==> src/rtl/lsc_i2cm_regrw.sv <==
// rtl/lsc_i2cm_regrw.sv - single-master I2C controller: one 8-bit register write or read per request
module lsc_i2cm_regrw #(
    parameter int QDIV = 30
) (
    input  logic       clk,
    input  logic       reset,
    input  logic       i_start,
    input  logic       i_rw,
    input  logic [6:0] i_dev_addr,
    input  logic [7:0] i_reg_addr,
    input  logic [7:0] i_wdata,
    output logic [7:0] o_rdata,
    output logic       o_busy,
    output logic       o_done,
    output logic       o_ack_err,
    input  logic       i_scl,
    input  logic       i_sda,
    output logic       o_scl,
    output logic       o_sda
);
    typedef enum logic [2:0] {S_IDLE, S_START, S_BIT, S_STOP, S_DONE} state_t;
    typedef enum logic [2:0] {B_DEV_W, B_REG, B_WDATA, B_RSTART, B_DEV_R, B_RDATA} byte_t;

    localparam logic [9:0] QTOP = 10'(QDIV - 1);

    state_t     state_q, state_d;
    byte_t      byte_q, byte_d;
    logic [1:0] phase_q, phase_d;
    logic [9:0] cnt_q, cnt_d;
    logic [3:0] bit_q, bit_d;
    logic       nack_q, nack_d;
    logic [7:0] rx_q, rx_d;
    logic       rw_q, rw_d;
    logic [6:0] dev_q, dev_d;
    logic [7:0] reg_q, reg_d;
    logic [7:0] wdata_q, wdata_d;
    logic [7:0] rdata_q, rdata_d;
    logic       ack_err_q, ack_err_d;
    logic       scl_q, scl_d;
    logic       sda_q, sda_d;
    logic       scl_s1_q, scl_s2_q, sda_s1_q, sda_s2_q;
    logic       phase_end, stretch_phase;
    logic [7:0] tx_byte;

    always_comb begin
        state_d   = state_q;
        byte_d    = byte_q;
        phase_d   = phase_q;
        cnt_d     = cnt_q;
        bit_d     = bit_q;
        nack_d    = nack_q;
        rx_d      = rx_q;
        rw_d      = rw_q;
        dev_d     = dev_q;
        reg_d     = reg_q;
        wdata_d   = wdata_q;
        rdata_d   = rdata_q;
        ack_err_d = ack_err_q;
        phase_end = 1'b0;

        // The quarter counter runs down and parks at zero in the SCL-high phases
        // until the synchronized line is seen high, so a slave can stretch the clock.
        stretch_phase = (state_q == S_BIT && phase_q == 2'd2) ||
                        ((state_q == S_START || state_q == S_STOP) && phase_q == 2'd1);
        if (state_q inside {S_START, S_BIT, S_STOP}) begin
            if (cnt_q != 10'd0) begin
                cnt_d = cnt_q - 10'd1;
            end else if (!stretch_phase || scl_s2_q) begin
                phase_end = 1'b1;
                cnt_d     = QTOP;
            end
        end

        case (state_q)
            S_IDLE: begin
                if (i_start) begin
                    state_d   = S_START;
                    byte_d    = B_DEV_W;
                    phase_d   = 2'd0;
                    cnt_d     = QTOP;
                    rw_d      = i_rw;
                    dev_d     = i_dev_addr;
                    reg_d     = i_reg_addr;
                    wdata_d   = i_wdata;
                    ack_err_d = 1'b0;
                end
            end
            S_START: begin
                if (phase_end) begin
                    if (phase_q == 2'd2) begin
                        state_d = S_BIT;
                        phase_d = 2'd0;
                        bit_d   = 4'd0;
                        if (byte_q == B_RSTART) byte_d = B_DEV_R;
                    end else begin
                        phase_d = phase_q + 2'd1;
                    end
                end
            end
            S_BIT: begin
                if (phase_end) begin
                    phase_d = phase_q + 2'd1;
                    if (phase_q == 2'd2) begin
                        if (bit_q == 4'd8) nack_d = sda_s2_q;
                        else               rx_d   = {rx_q[6:0], sda_s2_q};
                    end
                    if (phase_q == 2'd3) begin
                        if (bit_q != 4'd8) begin
                            bit_d = bit_q + 4'd1;
                        end else begin
                            bit_d   = 4'd0;
                            phase_d = 2'd0;
                            if (byte_q == B_RDATA) begin
                                rdata_d = rx_q;
                                state_d = S_STOP;
                            end else if (nack_q) begin
                                ack_err_d = 1'b1;
                                state_d   = S_STOP;
                            end else if (byte_q == B_WDATA) begin
                                state_d = S_STOP;
                            end else if (byte_q == B_REG && rw_q) begin
                                byte_d  = B_RSTART;
                                state_d = S_START;
                            end else if (byte_q == B_REG) begin
                                byte_d = B_WDATA;
                            end else if (byte_q == B_DEV_R) begin
                                byte_d = B_RDATA;
                            end else begin
                                byte_d = B_REG;
                            end
                        end
                    end
                end
            end
            S_STOP: begin
                if (phase_end) begin
                    if (phase_q == 2'd2) state_d = S_DONE;
                    else                 phase_d = phase_q + 2'd1;
                end
            end
            S_DONE:  state_d = S_IDLE;
            default: state_d = S_IDLE;
        endcase

        // Line levels are registered from the next state so they change on phase boundaries only.
        case (byte_d)
            B_DEV_W: tx_byte = {dev_d, 1'b0};
            B_REG:   tx_byte = reg_d;
            B_WDATA: tx_byte = wdata_d;
            B_DEV_R: tx_byte = {dev_d, 1'b1};
            default: tx_byte = 8'hFF;
        endcase
        scl_d = 1'b1;
        sda_d = 1'b1;
        case (state_d)
            S_START: begin
                scl_d = (phase_d != 2'd0);
                sda_d = (phase_d != 2'd2);
            end
            S_BIT: begin
                scl_d = phase_d[1];
                sda_d = (bit_d == 4'd8) ? 1'b1 : tx_byte[3'd7 - bit_d[2:0]];
            end
            S_STOP: begin
                scl_d = (phase_d != 2'd0);
                sda_d = (phase_d == 2'd2);
            end
            default: ;
        endcase
    end

    always_ff @(posedge clk) begin
        if (reset) begin
            state_q   <= S_IDLE;
            byte_q    <= B_DEV_W;
            phase_q   <= 2'd0;
            cnt_q     <= 10'd0;
            bit_q     <= 4'd0;
            nack_q    <= 1'b0;
            rx_q      <= 8'h00;
            rw_q      <= 1'b0;
            dev_q     <= 7'h00;
            reg_q     <= 8'h00;
            wdata_q   <= 8'h00;
            rdata_q   <= 8'h00;
            ack_err_q <= 1'b0;
            scl_q     <= 1'b1;
            sda_q     <= 1'b1;
            scl_s1_q  <= 1'b1;
            scl_s2_q  <= 1'b1;
            sda_s1_q  <= 1'b1;
            sda_s2_q  <= 1'b1;
        end else begin
            state_q   <= state_d;
            byte_q    <= byte_d;
            phase_q   <= phase_d;
            cnt_q     <= cnt_d;
            bit_q     <= bit_d;
            nack_q    <= nack_d;
            rx_q      <= rx_d;
            rw_q      <= rw_d;
            dev_q     <= dev_d;
            reg_q     <= reg_d;
            wdata_q   <= wdata_d;
            rdata_q   <= rdata_d;
            ack_err_q <= ack_err_d;
            scl_q     <= scl_d;
            sda_q     <= sda_d;
            scl_s1_q  <= i_scl;
            scl_s2_q  <= scl_s1_q;
            sda_s1_q  <= i_sda;
            sda_s2_q  <= sda_s1_q;
        end
    end

    assign o_scl     = scl_q;
    assign o_sda     = sda_q;
    assign o_rdata   = rdata_q;
    assign o_ack_err = ack_err_q;
    assign o_busy    = (state_q == S_START) || (state_q == S_BIT) || (state_q == S_STOP);
    assign o_done    = (state_q == S_DONE);
endmodule

==> config.mk <==
export PLATFORM = sky130hd
export DESIGN_NAME = lsc_i2cm_regrw
export DESIGN_NICKNAME = d
export VERILOG_FILES = /design/src/rtl/lsc_i2cm_regrw.sv
export SDC_FILE = /design/constraint.sdc
export NUM_CORES = 1
export LEC_CHECK = 0
export ABC_AREA = 1
export CAP_MARGIN = 30
export CORE_MARGIN = 3
export CORE_UTILIZATION = 45
export CTS_CLUSTER_DIAMETER = 120
export DETAILED_ROUTE_END_ITERATION = 8
export GPL_TIMING_DRIVEN = 1
export PLACE_DENSITY = 0.66
export SLEW_MARGIN = 15
export SYNTH_ARGS = -nofsm -noshare
export SYNTH_HDL_FRONTEND = slang
export SYNTH_SLANG_ARGS = --single-unit
export TNS_END_PERCENT = 1
==> constraint.sdc <==
create_clock -name clk -period 2.6 [get_ports clk]
set_input_delay 0.39 -clock clk [delete_from_list [all_inputs] [get_ports clk]]
set_output_delay 0.39 -clock clk [all_outputs]
set_load 0.1 [all_outputs]
# After elaboration in Yosys (flattened, before gate mapping)
# Index checks and enable logic that the tools add are counted.
# totals
wordCells	145
inputBits	29
ff_bits	70
# classes
eq_ne	29
n_lt_le_gt_ge	1
bitwise	2
n_reduce_logical	21
mux	69
n_addsub	4
# ops
cell	n
$mux W3	25
$mux W10	5
$mux W8	4
$pmux W8 S4	1
$eq A3 B2 Y1 const B	7
$mux W4	5
$mux W2	8
$mux W7	2
$eq A3 B1 Y1 const B	4
$eq A3 B3 Y1 const B	4
$ne A2 B2 Y1 const B	6
$pmux W3 S4	1
$mux W1	11
$reduce_bool A10 Y1	1
$sub A10 B1 Y10 const B	1
$pmux W3 S3	1
$eq A4 B4 Y1 const B	2
$pmux W2 S4	1
$pmux W4 S2	1
$reduce_and A4 Y1	2
$reduce_and A7 Y1	1
$eq A2 B2 Y1 const B	3
$logic_not A3 Y1	2
$logic_or A1 B1 Y1	5
other kinds (18)	23

# Depth between registers and ports, before layout
# Gate-level depths: netlist of the first run.
# depth
word_depth	17
ltp_mapped	20

# Least setup slack after synthesis of the first run
# OpenSTA, ideal clock, no wires.
# synth_path
path_kind	register to register
start	register cnt_q[0]
end	register sda_q, in the netlist o_sda
synth_period_minus_slack_ns	2.212
stages_incl_launch_ff	21
arrival_time_ns	2.097
path_buffers	1
slack_ns	0.388
t_required_ns	2.485
path_cell_list	dfxtp_1 -> inv_1 -> ha_1 -> inv_1 -> nor2_1 -> nand3_1 -> nor3_4 -> nand2_2 -> nand2_1 -> nand3_1 -> nand3_2 -> buf_6 -> nor2_8 -> nand3b_1 -> nand3_1 -> nand3_1 -> nand2_1 -> nand2_1 -> nand3_1 -> nand2_1 -> nand2_1
# synth_between
elab_chain_cells	11
# synth_rtl
element	line	text
start, declared	29	logic [9:0] cnt_q, cnt_d;
start signal, assigned	197	cnt_q <= cnt_d;
$reduce_bool A10 Y1 *	66	if (cnt_q != 10'd0) begin
$mux W1 *	66	
$mux W1 *	65	if (state_q inside {S_START, S_BIT, S_STOP}) begin
$mux W3 (on tied branches)	101, 89	
$pmux W3 S3	74	case (state_q)
$eq A3 B3 Y1, or another cell as far along	146	case (byte_d)
$pmux W8 S4	146	
$bmux W1 S3	162	sda_d = (bit_d == 4'd8) ? 1'b1 : tx_byte[3'd7 - bit_d[2:0]];
$mux W1 (implied by the code)	162	
$mux W1	162	
$pmux W1 S3 *	155	case (state_d)
end signal, assigned	188	sda_q <= 1'b1;
end signal, assigned	208	sda_q <= sda_d;
end, declared	40	logic sda_q, sda_d;
# Every way passes the cells marked *; elsewhere a longest branch is shown, timed or not. The select of a mux whose other input is x is not followed.
# A chain may end at the register's enable or synchronous reset.

# Final worst setup path of the first run
# layout_path
start	register cnt_q[1]
end	register sda_q, in the netlist o_sda
# The elaborated chain is that of the path after synthesis.

==> reports/metrics.yaml, run 1 <==
outcome: "finished, final reports clean"
drt-initial-drc-count: 157
final_cells: 678
top_layer: "met4"
max-slew-margin-rel: 0.699
worstMarginPinSlew_ns: 0.450
via_per_inst: 5.23
timing_worst_setup_path_type: "flip-flop to flip-flop"
hold_buffers: 0
post-dp-hpwl_um: 6450
io_pins: 42
reg2reg_slack_ns: 0.17
fin_nets: 607
first_pass_iters: 5
yosys_warnings: 0
postRouteAntennaNets: 0
grt_pass1_wl_um: 15200
numPortBuffers: 41
hold-worst-slack_ns: 0.430
syn-cell-area_sq_mm: 0.00369
crit_path_top_delay_cell: "dfxtp_1"
synth-main-ff-cell: "dfxtp_1"
clock-root-buffer: "clkbuf_8"
crit_chain: "inv_2 -> ha_4 -> inv_2 -> nor2_4 -> nand3_4 -> nor3_4 -> buf_6 -> nand3_2 -> inv_2 -> nand3_2 -> nand2_2 -> nand3_4 -> nor2_8 -> nand3_1 -> nand3_1 -> nand3_1 -> nand2_1 -> nand2_1 -> nand3_2 -> nand2_1 -> nand2_1"
htree_levels: 3
layout_commonest_cell: "dfxtp_1"
cts_made_buffers: 9
cts_tree: "yes"
cts_buffer_depth: 2
ys_seq_area_frac: 0.380
num_vias: 3549
cpPeakStageDelay_ns: 0.33
reg2reg_from: "cnt_q[1]"
hold_violations: 0
final_cell_mix: "dfxtp_1, inv_1, nor2_1, nand2_1, o21ai_0"
vdd_drop_max_uv: 470
dieWidth_um: 96.6
drt-met1-wl_um: 4140
antenna_found_initial: 0
crit_buf_inv: 4
initial_core_util: 0.470
post_drt_wl_per_cell_um: 13.7
critPathRequiredTime_ns: 2.89
fin_crit_sh: 0.934
finClkSkew_ns: 0.0124
synth.distinct_cells: 44
synth-seq-cells: 70
grt_pass1_vias: 3315
syn_area_per_cell_sq_um: 7.39
clock_sinks: 70
synthesis.nets: 535
cp-startpoint: "cnt_q[1]"
die_y_um: 96.6
setup_violations: 0
r2r_end: "o_sda"
dieArea_sq_mm: 0.00932
cp_common_cell: "nand2_1"
crit_end: "o_sda"
areaGrowthSynthToFinish_pct: 28.1
route.met3.wl_um: 462
yosysTopAreaCell: "dfxtp_1"
startpoint_type: "flip-flop"
maxCapViolCount: 0
synth_edf_count: 0
crit_family: "simple AND/OR/NAND/NOR gates"
rr_worst_depth: 21
syn_inst: 499
track_usage: 0.208
min_path_type: "flip-flop to flip-flop"
critical_path.endpoint_type: "flip-flop"
wl_met2_um: 4530
place_inst: 642
clk_pin_slew_ns: 0.08
grt_overflow: 0
routabilityCongestion: 0.879
grt_max_degree: 24
drt-total-wl_um: 9280
synth_top_area_share: 0.380
clk_latency_ns: 0.35
setup_tns_ns: 0
layout_min_cycle_time_ns: 2.43
slew_violations: 0
async_flop_share: 0
layout-drive-gt1-share: 0.229
rows: 32
p_leak_uw: 0.00208
critPathMaxFanout: 6
core-area_sq_mm: 0.00785
synth_area_leaders: "dfxtp_1, inv_1, nor2_1, nand2_1, o21ai_0"
p_per_area_mw_per_mm2: 511
fmax_mhz: 412
drc: 0
cp.depth: 21
arrival_ns: 2.72
antennaDiodeCount: 0
==> state kept, by name, summed over array words and instances (netlist names), 2 cells and up <==
register and flops:
cnt_q 10, o_rdata 8, reg_q 8, rx_q 8, wdata_q 8, dev_q 7, bit_q 4, byte_q 3
state_q 3, phase_q 2
==> synth_stat cells (2+ instances only) <==
cell / number
dfxtp_1: 70
inv_1: 66
nor2_1: 62
nand2_1: 59
o21ai_0: 43
nand3_1: 38
a21oi_1: 36
or2_2: 16
mux2i_1: 12
nand3b_1: 12
nor3_1: 9
clkbuf_1: 8
ha_1: 7
inv_2: 7
nand3_2: 6
nand2_2: 5
a31oi_1: 4
nand4_1: 4
nor2_2: 3
nor2_8: 3
buf_2: 2
buf_6: 2
nand2_4: 2
nand3_4: 2
o211ai_1: 2
==> per-stage QoR <==
stage               setup slack, ns  power, uW  instance area [sq um]   util
detailed placement          -0.0870       1550                   4240  0.540
finish                        0.170       2420                   4730  0.603
global placement             0.0114       1540                   4240  0.540
floorplan                     0.388       1430                   3690      -
CTS                         0.00710       2400                   4520  0.575
global route                -0.0133       2530                   4730  0.603
==> power breakdown <==
group | internal (uW) | switching (uW)
Clock | 387 | 454
Sequential | 1120 | 21.3
Combinational | 177 | 258
Total | 1680 | 734
==> kinds of logic (layout without fill, tap and decap cells) <==
| kind of cell | count (synthesis) | count (layout) | synth area share |
|---|---|---|---|
| simple gates | 224 | 226 | 0.315 |
| compound gates | 97 | 97 | 0.150 |
| buf+inv | 87 | 162 | 0.0946 |
| flops | 70 | 70 | 0.380 |
| mux | 12 | 12 | 0.0326 |
| fa+ha+maj | 7 | 7 | 0.0237 |
| xor+xnor | 2 | 2 | 0.00475 |
==> per-layer routing <==
metal  global-route usage  vias up
met4               0.0643        0
met1                0.268     1647
met5                    0        -
met3               0.0449       15
met2                0.346       91
li1                     -     1796
==> cell type report <==
cell class	count	area [sq um]
clock inverter	6	51.3
inverter	74	283
timing repair buffer	72	647
fill	747	3120
sequential	70	1400
tap	102	128
clock buffer	10	138
multi-input combinational	344	2080
==> how the worst min path moves through the flow <==
| stage | startpoint | end | slack, ns | depth (start not counted) |
|---|---|---|---|---|
| after floorplan | scl_s1_q | scl_s2_q | 0.39 | 1 |
| final | sda_s1_q | sda_s2_q | 0.43 | 1 |
| after global placement | scl_s1_q | scl_s2_q | 0.40 | 1 |
| after detailed placement | sda_s1_q | sda_s2_q | 0.40 | 1 |
| after global routing | sda_s1_q | sda_s2_q | 0.44 | 1 |
| after CTS | sda_s1_q | sda_s2_q | 0.43 | 1 |
==> what timing repair did <==
item / 4_1_cts / 5_1_grt
endpoints found under the setup margin: 1 / 2
hold endpoints to repair: 0 / 0
resized for setup: 7 / 29
buffers inserted: 4 / 14
pin swaps: 7 / 19
cloned: 2 / 0
No activity file was read; power rests on OpenSTA's default activity.
==> run 2: changes to the inputs <==
Settings changed: CTS_CLUSTER_DIAMETER 120 to default.
==> results of run 2 <==
No change in the layout: final DEF, timing and power equal those of run 1.
==> run 3: changes to the inputs <==
Settings changed: CTS_CLUSTER_SIZE from default to 10.
==> results of run 3 <==
No change in the layout: final DEF, timing and power equal those of run 1.
